[config.mk]
export PLATFORM = sky130hd
export DESIGN_NAME = load_store_unit
export DESIGN_NICKNAME = d
export VERILOG_FILES = /design/src/rtl/load_store_unit.sv
export SDC_FILE = /design/constraint.sdc
export NUM_CORES = 1
export LEC_CHECK = 0
export CORE_MARGIN = 2
export CORE_UTILIZATION = 41
export DETAILED_ROUTE_END_ITERATION = 6
export DONT_BUFFER_PORTS = 1
export GPL_TIMING_DRIVEN = 0
export PLACE_DENSITY = 0.56
export SLEW_MARGIN = 5
export SYNTH_ARGS = -nofsm -noshare
export SYNTH_HDL_FRONTEND = slang
export SYNTH_SLANG_ARGS = --single-unit
[constraint.sdc]
create_clock -name clk -period 5.1 [get_ports clk]
set_input_delay 0.51 -clock clk [delete_from_list [all_inputs] [get_ports clk]]
set_output_delay 0.51 -clock clk [all_outputs]
set_load 0.05 [all_outputs]
[src/rtl/load_store_unit.sv]
// -----------------------------------------------------------------------------
// load_store_unit
//
// Purpose:
//   Connects a pipeline MEM stage to a word-wide synchronous-write data
//   memory. It handles byte, halfword and word loads and stores, with
//   little-endian lane placement. Sub-word loads can be sign-extended or
//   zero-extended. Sub-word stores use a read-modify-write sequence.
//   Misaligned, illegal-size and out-of-range accesses complete with err=1
//   and never touch memory.
//
// Parameters:
//   ADDR_W    word-address width of the data memory port
//   DATA_W    data word width (byte lanes = DATA_W/8)
//
// Ports:
//   clk, rst      clock, asynchronous active-high reset
//   req           access request, accepted only while busy=0
//   wr            1=store, 0=load
//   size          00 byte, 01 halfword, 10 word, 11 illegal
//   sign_ext      1=sign-extend sub-word loads
//   addr          byte address
//   wdata         right-aligned store data
//   busy          request in flight
//   done          one-cycle completion pulse
//   err           access error, valid with done and held until next done
//   rdata         load result, valid with done and held until next done
//   dm_we         memory write enable
//   dm_addr       memory word address
//   dm_din        memory write data
//   dm_dout       memory read data (combinational from dm_addr)
// -----------------------------------------------------------------------------
module load_store_unit #(
    parameter int ADDR_W = 8,
    parameter int DATA_W = 32
) (
    input  logic              clk,
    input  logic              rst,
    input  logic              req,
    input  logic              wr,
    input  logic [1:0]        size,
    input  logic              sign_ext,
    input  logic [31:0]       addr,
    input  logic [DATA_W-1:0] wdata,
    output logic              busy,
    output logic              done,
    output logic              err,
    output logic [DATA_W-1:0] rdata,
    output logic              dm_we,
    output logic [ADDR_W-1:0] dm_addr,
    output logic [DATA_W-1:0] dm_din,
    input  logic [DATA_W-1:0] dm_dout
);

    typedef enum logic [1:0] {
        IDLE  = 2'd0,
        READ  = 2'd1,
        WRITE = 2'd2,
        RESP  = 2'd3
    } state_t;

    state_t              state_q;

    // Request fields latched at accept
    logic                wr_q;
    logic [1:0]          size_q;
    logic                signExt_q;
    logic [1:0]          byteOff_q;
    logic [15:0]         wdata_q;

    // Registered outputs
    logic                busy_q;
    logic                done_q;
    logic                err_q;
    logic [DATA_W-1:0]   rdata_q;
    logic                dmWe_q;
    logic [ADDR_W-1:0]   dmAddr_q;
    logic [DATA_W-1:0]   dmDin_q;

    // Combinational next values
    logic                reqErr_d;
    logic [7:0]          loadByte;
    logic [15:0]         loadHalf;
    logic [DATA_W-1:0]   loadData_d;
    logic [DATA_W-1:0]   storeWord_d;

    // Classify the incoming request before it is accepted. An address is out
    // of range when any bit above the memory's byte-address span is set. A
    // shift is used rather than a part-select so the check stays legal for
    // any ADDR_W.
    always_comb begin
        reqErr_d = 1'b0;
        case (size)
            2'b11:   reqErr_d = 1'b1;
            2'b01:   if (addr[0]) reqErr_d = 1'b1;
            2'b10:   if (addr[1:0] != 2'b00) reqErr_d = 1'b1;
            default: reqErr_d = 1'b0;
        endcase
        if ((addr >> (ADDR_W + 2)) != '0) begin
            reqErr_d = 1'b1;
        end
    end

    // Extract the load result from the word that memory returns during READ.
    // Only the lane that the latched byte offset selects is kept. That lane
    // is then widened with either its top bit or zeros.
    always_comb begin
        loadByte   = dm_dout[{byteOff_q, 3'b000} +: 8];
        loadHalf   = dm_dout[{byteOff_q[1], 4'b0000} +: 16];
        loadData_d = dm_dout;
        case (size_q)
            2'b00:   loadData_d = {{(DATA_W-8){signExt_q & loadByte[7]}}, loadByte};
            2'b01:   loadData_d = {{(DATA_W-16){signExt_q & loadHalf[15]}}, loadHalf};
            default: loadData_d = dm_dout;
        endcase
    end

    // Build the write-back word for a sub-word store. Start from the word
    // read during READ, then overwrite only the addressed byte or halfword.
    always_comb begin
        storeWord_d = dm_dout;
        case (size_q)
            2'b00:   storeWord_d[{byteOff_q, 3'b000} +: 8]     = wdata_q[7:0];
            2'b01:   storeWord_d[{byteOff_q[1], 4'b0000} +: 16] = wdata_q;
            default: storeWord_d = dm_dout;
        endcase
    end

    // Main sequencer. Every output is driven from a register, so reset clears
    // it immediately. In particular, a reset during WRITE drops dm_we before
    // the next edge, so the memory write is cancelled. done is a default-low
    // pulse that is set only on the edge that enters RESP. err and rdata
    // change only on that same edge, so they hold their values between
    // responses.
    always_ff @(posedge clk or posedge rst) begin
        if (rst) begin
            state_q   <= IDLE;
            wr_q      <= 1'b0;
            size_q    <= 2'b00;
            signExt_q <= 1'b0;
            byteOff_q <= 2'b00;
            wdata_q   <= '0;
            busy_q    <= 1'b0;
            done_q    <= 1'b0;
            err_q     <= 1'b0;
            rdata_q   <= '0;
            dmWe_q    <= 1'b0;
            dmAddr_q  <= '0;
            dmDin_q   <= '0;
        end else begin
            done_q <= 1'b0;
            case (state_q)
                IDLE: begin
                    if (req) begin
                        wr_q      <= wr;
                        size_q    <= size;
                        signExt_q <= sign_ext;
                        byteOff_q <= addr[1:0];
                        wdata_q   <= wdata[15:0];
                        dmAddr_q  <= addr[ADDR_W+1:2];
                        busy_q    <= 1'b1;
                        if (reqErr_d) begin
                            state_q <= RESP;
                            done_q  <= 1'b1;
                            err_q   <= 1'b1;
                            rdata_q <= '0;
                        end else if (wr && (size == 2'b10)) begin
                            // A full-word store needs no read, so it goes straight to WRITE
                            state_q <= WRITE;
                            dmWe_q  <= 1'b1;
                            dmDin_q <= wdata;
                        end else begin
                            state_q <= READ;
                        end
                    end
                end
                READ: begin
                    if (wr_q) begin
                        state_q <= WRITE;
                        dmWe_q  <= 1'b1;
                        dmDin_q <= storeWord_d;
                    end else begin
                        state_q <= RESP;
                        done_q  <= 1'b1;
                        err_q   <= 1'b0;
                        rdata_q <= loadData_d;
                    end
                end
                WRITE: begin
                    state_q <= RESP;
                    dmWe_q  <= 1'b0;
                    done_q  <= 1'b1;
                    err_q   <= 1'b0;
                    rdata_q <= '0;
                end
                RESP: begin
                    state_q <= IDLE;
                    busy_q  <= 1'b0;
                end
                default: begin
                    state_q <= IDLE;
                    busy_q  <= 1'b0;
                    dmWe_q  <= 1'b0;
                end
            endcase
        end
    end

    assign busy    = busy_q;
    assign done    = done_q;
    assign err     = err_q;
    assign rdata   = rdata_q;
    assign dm_we   = dmWe_q;
    assign dm_addr = dmAddr_q;
    assign dm_din  = dmDin_q;

endmodule

==> metrics.txt <==
number of placement rows=45; vias in the first global route=5337; post-detailed-routing wire length=21100 µm; launching instance or port of the critical path=byteOff_q[1]; FFs w/ async S/R, synth=1.00; share of cell area taken by muxes after synthesis=0.116; Syn-to-layout area delta=8.55%; most repeated cell in the gate-level netlist after synthesis=dfrtp_1; Max Transition Viols Final=0; critical path fanouts, max=12; Post-Syn Nets=806; highest routed layer=met4; data required time of the critical path=5.34 ns; detailed route wirelength on metal2=9800 µm; Clock Skew=0.00503 ns; violation count after the first detailed-routing iteration=408; warnings from Yosys=0; cell area power density=832 nW/µm²; FF-to-FF path depth=10; beginning of the worst register-to-register path=byteOff_q[1]; io pins=179; post-synthesis xor/xnor area fraction=0; Longest Clk Path Bufs=2; Relative slew margins=0.506; measured slew at the worst slew-check pin=0.741 ns; average vias per placed instance=6.12; post-synthesis area per instance=9.02 µm²; Sum Neg Setup Slack=0 ns; cell area after synthesis=6260 µm²; compound-cell area share of the yosys netlist=0.232; post-route antenna net violation count=0; maximum vdd ir drop=0.395 mV; Metal-1 WL=9170 µm; count of nets after finishing=818; Reg clk slew, reported paths=0.07 ns; number of max-capacitance violations reported=0; share of synthesized cell area in full adder, half adder and majority cells=0.0180; Fmax achieved=302 MHz; pin count of the biggest net entering global routing=56; met3 layer wire length in the routed design=1490 µm; list of most frequent post-synthesis cells=100 x dfrtp_1, 82 x nand2_1, 65 x o21ai_0; count of hold-fix buffers inserted at cts=0; number of search-and-repair iterations in the first detailed-routing pass=5; ys flop type=dfrtp_1; total global routing overflow=0; Post-Syn Instances=694; Die ar.=16300 µm²; die boundary width=128 µm; post-synth top area share=0.400; Pleak=2.87 nW; count of port buffers added during placement=0; post-synth cell types=54; vias=5497; Post-CTS Setup Repair Bufs=0; Final Hold Violating Endpoints=0; Yosys top cell by area=dfrtp_1; setup repair after global routing missed its margin=no; Clk Latency, worst-skew pair=0.36 ns; Critical Path Source Type=flip-flop; result of the run=completed; minimum clock period=3.31 ns; placeable core area=15000 µm²; mean routed wirelength per cell=23.5 µm; Gates resized, CTS repair=0; final HPWL from detailed placement=16500 µm; Reg2Reg Capture Point=dm_din[9]; count of unresolved DRC violations after routing=0; Clock Tree Root=clkbuf_16; last weighted congestion value of the routability-driven placer=0.898; crit-path most repeated cell=clkbuf_1; basic-gate share of the synthesized area counting and, or, nand and nor cells=0.172; Tcrit/Tclk final=0.649; Worst R2R Setup Slack=1.79 ns; clock buffer count from CTS=9; number of antenna diodes=0; Post-synth EDFFs=0; dominant cells by area after synthesis=dfrtp_1 40%, mux2_2 5.8%, o21ai_0 5.2%, nand2_1 4.9%, nor2_1 3.4%; largest family of logic cells by synthesized area=compound AO/OA/AOI/OAI gates; fraction of final layout cells sized beyond drive strength 1=0.125; first-pass GRT wire length=31700 µm; FF+latch count, synth=100; number of antenna violations at the first check in global routing=0; worst hold-check path type=input pin to async pin; CP top delay family=buffers and inverters; endpoint type of the worst setup path=flip-flop; data arrival time at the worst-slack endpoint=3.55 ns; CTS tree=done; clock tree sinks=100; core utilization of the finished layout=0.452; Critical Path, Cell by Cell=buf_6 -> clkinv_1 -> clkbuf_1 -> ha_1 -> clkbuf_1 -> clkbuf_1 -> o22ai_1 -> a221oi_1 -> nor2_1 -> mux2_1; share of synthesized area occupied by flip-flops and latches=0.400; GRT Util Overall=0.256; Slowest cell on crit path=clkbuf_1; H-tree levels=3; starting density of the core=0.416; count of final setup violators=0; highest cell delay on the worst timing path=0.49 ns; critical path class=flip-flop to flip-flop; floorplan die height=128 µm; buffers plus inverters on the worst setup path=5
-- placed cells by master (no fill, tap or decap), types with 2 or more instances in the layout --
cell       instances
a31oi_1           16
o221ai_1           8
or3b_2             6
and3b_1            6
mux2i_1           16
nand2b_1          19
nor2_1            56
inv_1             30
and3_1             5
ha_1               9
o21ai_0           65
nor4_1             5
clkinv_2           2
a32oi_1            6
o2111ai_1          6
or2_1              2
a21oi_1           16
a221oi_1          15
buf_1              3
nor2b_1           24
a22o_1            11
dfrtp_1          100
o31ai_2            9
clkbuf_1          38
buf_4              6
o31ai_1           15
mux2_1            16
buf_2             11
mux2_2            32
clkbuf_16          9
a222oi_1           8
nor3_1             5
nand2_1           82
o21ai_1           10
clkbuf_8           2
o22ai_1           18
-- where the power goes --
group | internal (W) | total, W | switching [W]
logic | 0.000970 | 0.00256 | 0.00159
clock network | 0.000354 | 0.000646 | 0.000292
registers | 0.00115 | 0.00244 | 0.00129
total | 0.00248 | 0.00565 | 0.00318
-- worst max-delay path by stage --
stage	to	slack (ns)	depth (start not counted)
CTS	dm_din[9]	1.86	10
global route	dm_din[9]	1.65	10
global placement	dm_addr[2]	0.98	1
detailed placement	dm_din[9]	1.88	10
finish	dm_din[9]	1.79	10
floorplan	busy	1.97	1
-- cell families after synthesis --
logic type / count (synthesis)
simple gates: 219
flops: 100
compound gates: 211
buf+inv: 90
fa+ha+maj: 9
mux: 65
-- sequential cells by signal, summed over array words and instances (netlist names) --
signal / count
rdata: 32
dm_din: 32
dm_addr: 8
wdata_q: 16
err: 1
wr_q: 1
done: 1
signExt_q: 1
state_q: 2
byteOff_q: 2
busy: 1
dm_we: 1
size_q: 2
-- layer usage --
| layer | up-vias | track usage |
|---|---|---|
| li1 | 2535 | - |
| met1 | 2706 | 0.334 |
| met2 | 214 | 0.412 |
| met3 | 42 | 0.0611 |
| met4 | 0 | 0.102 |
| met5 | - | 0 |
-- stage by stage --
step	worst slack, ns	hold slack [ns]	total power (W)	cells	cell area, µm²
global placement	0.983	0.518	0.00493	882	6500
global route	1.65	0.136	0.00598	898	6800
CTS	1.86	0.109	0.00564	898	6800
floorplan	1.97	0.486	0.00423	694	6260
detailed placement	1.88	0.493	0.00499	883	6530
finish	1.79	0.0885	0.00565	898	6800
-- cell type report --
type	count	area [µm²]
clock buffers	13	260
plain buffers	58	273
inverters	32	123
fillers	1487	8240
repair buffers	1	27.5
well taps	188	235
multi-input cells	504	3370
clock inverters	2	10.0
flip-flops and latches	100	2500
Power figures use the tool's default switching activity.
==> RTL change (same flow settings) <==
Re-encode `state_t` (4 states) as one-hot, 4 bits wide.
--- a/src/rtl/load_store_unit.sv
+++ b/src/rtl/load_store_unit.sv
@@ -54,7 +54,7 @@
 
-    typedef enum logic [1:0] {
-        IDLE  = 2'd0,
-        READ  = 2'd1,
-        WRITE = 2'd2,
-        RESP  = 2'd3
+    typedef enum logic [3:0] {
+        IDLE  = 4'b0001,
+        READ  = 4'b0010,
+        WRITE = 4'b0100,
+        RESP  = 4'b1000
     } state_t;
Check against the original RTL: no difference found for any inputs over 4 cycles, from zero or initial values and one cycle with rst high; so few cycles prove little.
==> RTL change against the original RTL <==
Synthesized area decreased by 5.8%. Wire length decreased by 5.4%. Sequential cell count increased by 2. Setup slack got worse by 320 ps. Cell area decreased by 5.2%. Critical path type unchanged. Highest routed layer unchanged.
Power is not compared: it rests on default switching activity, and its combinational part moved more than twofold at a synthesized area within 25%.
==> RTL change: results (changes against the original RTL) <==
run status finished, final reports clean; via count 4874 (-11%); commonest cells in the netlist 101 x dfrtp_1, 51 x a21oi_1, 48 x nand2_1; Reg2Reg Setup Slack 1470 ps (-320 ps); XOR/XNOR share of the synthesized area 0.00297 (+0.00297); Final GP Congestion 0.896 (-0.21%); Worst slew margin 0.328 (-0.178); GRT Overall Usage 0.266 (+0.00990); Met2 Routed Length 9290 um (-5.2%); WL met1 8530 um (-7.0%); met3 WL 1820 um (+22%); Cells after DPL 767 (-13%); final wirelength 20000 um (-5.4%); Cell variety after synth 63 (+17%); slowest CP cell dfrtp_1; DP Wirelength 15400 um (-6.7%); Final Instance Count excl. Fillers 783 (-13%); Worst Setup EP dm_din[0]$_DFFE_PP0P_; vias in the first global route 5007 (-6.2%); fraction of synthesized area in multiplexers 0.139 (+0.0239); Arrival @ worst endpoint 3930 ps (+380 ps); Reg2Reg Depth 9 (-1); Seq/Total Area, Yosys 0.433 (+0.0333); dpl cell area 6150 um2 (-5.7%); Synth Area in Adders 0.0106 (-0.00738)
-- RTL change: cell count changes in the layout (fill, tap and decap cells not counted), moves of 18 or more --
cell	before	now
clkbuf_1	38	17
nand2_1	82	48
o21ai_0	65	10
mux2_4	0	21
nor2_1	56	37
nor2b_1	24	6
a21o_1	0	19
a21oi_1	16	51
-- RTL change: through the flow --
stage               worst slack (ps)  total power [mW]  utilization
floorplan                       1920              1.46            -
global placement                 801              1.64        0.438
detailed placement              1540              1.65        0.440
CTS                             1530              2.33        0.460
global route                    1360              2.44        0.460
finish                          1470              2.32        0.460
-- RTL change: logic make-up after synthesis --
kind of cell | count (synthesis)
buffers and inverters | 70
multiplexers | 66
XOR/XNOR | 2
AND/OR/NAND/NOR | 151
adder cells (fa/ha/maj) | 5
AO/OA/AOI/OAI | 190
flip-flops | 102
-- RTL change: area by class of cell --
cell class	count	area, um2
clock inverter	5	33.8
multi-input combinational	414	3030
inverter	26	100
timing repair buffer	1	27.5
buffer	44	216
fill	1357	7550
clock buffer	11	253
tap	180	225
sequential	102	2550
-- RTL change: report_power, final --
| group | switching (mW) | leakage [nW] | internal [mW] |
|---|---|---|---|
| Sequential | 0.160 | 1.31 | 0.869 |
| Clock | 0.313 | 0.138 | 0.357 |
| Combinational | 0.386 | 1.64 | 0.234 |
-- RTL change: how the worst min path moves through the flow --
| stage | slack, ps | cells past startpoint | end | from |
|---|---|---|---|---|
| final | 90 | 1 | dm_din[30]$_DFFE_PP0P_ | rst |
| after global routing | 130 | 1 | dm_din[24]$_DFFE_PP0P_ | rst |
| after detailed placement | 500 | 1 | dm_din[24]$_DFFE_PP0P_ | rst |
| after global placement | 520 | 1 | wdata_q[8]$_DFFE_PP0P_ | wdata_q[8]$_DFFE_PP0P_ |
| after floorplan | 490 | 1 | wdata_q[8]$_DFFE_PP0P_ | wdata_q[8]$_DFFE_PP0P_ |
| after CTS | 110 | 1 | wdata_q[0]$_DFFE_PP0P_ | rst |
-- RTL change: metal layers --
layer / track usage / vias to the layer above
met3: 0.0687 / 24
met2: 0.425 / 220
met5: 0 / -
met1: 0.355 / 2437
li1: - / 2193
met4: 0.0843 / 0
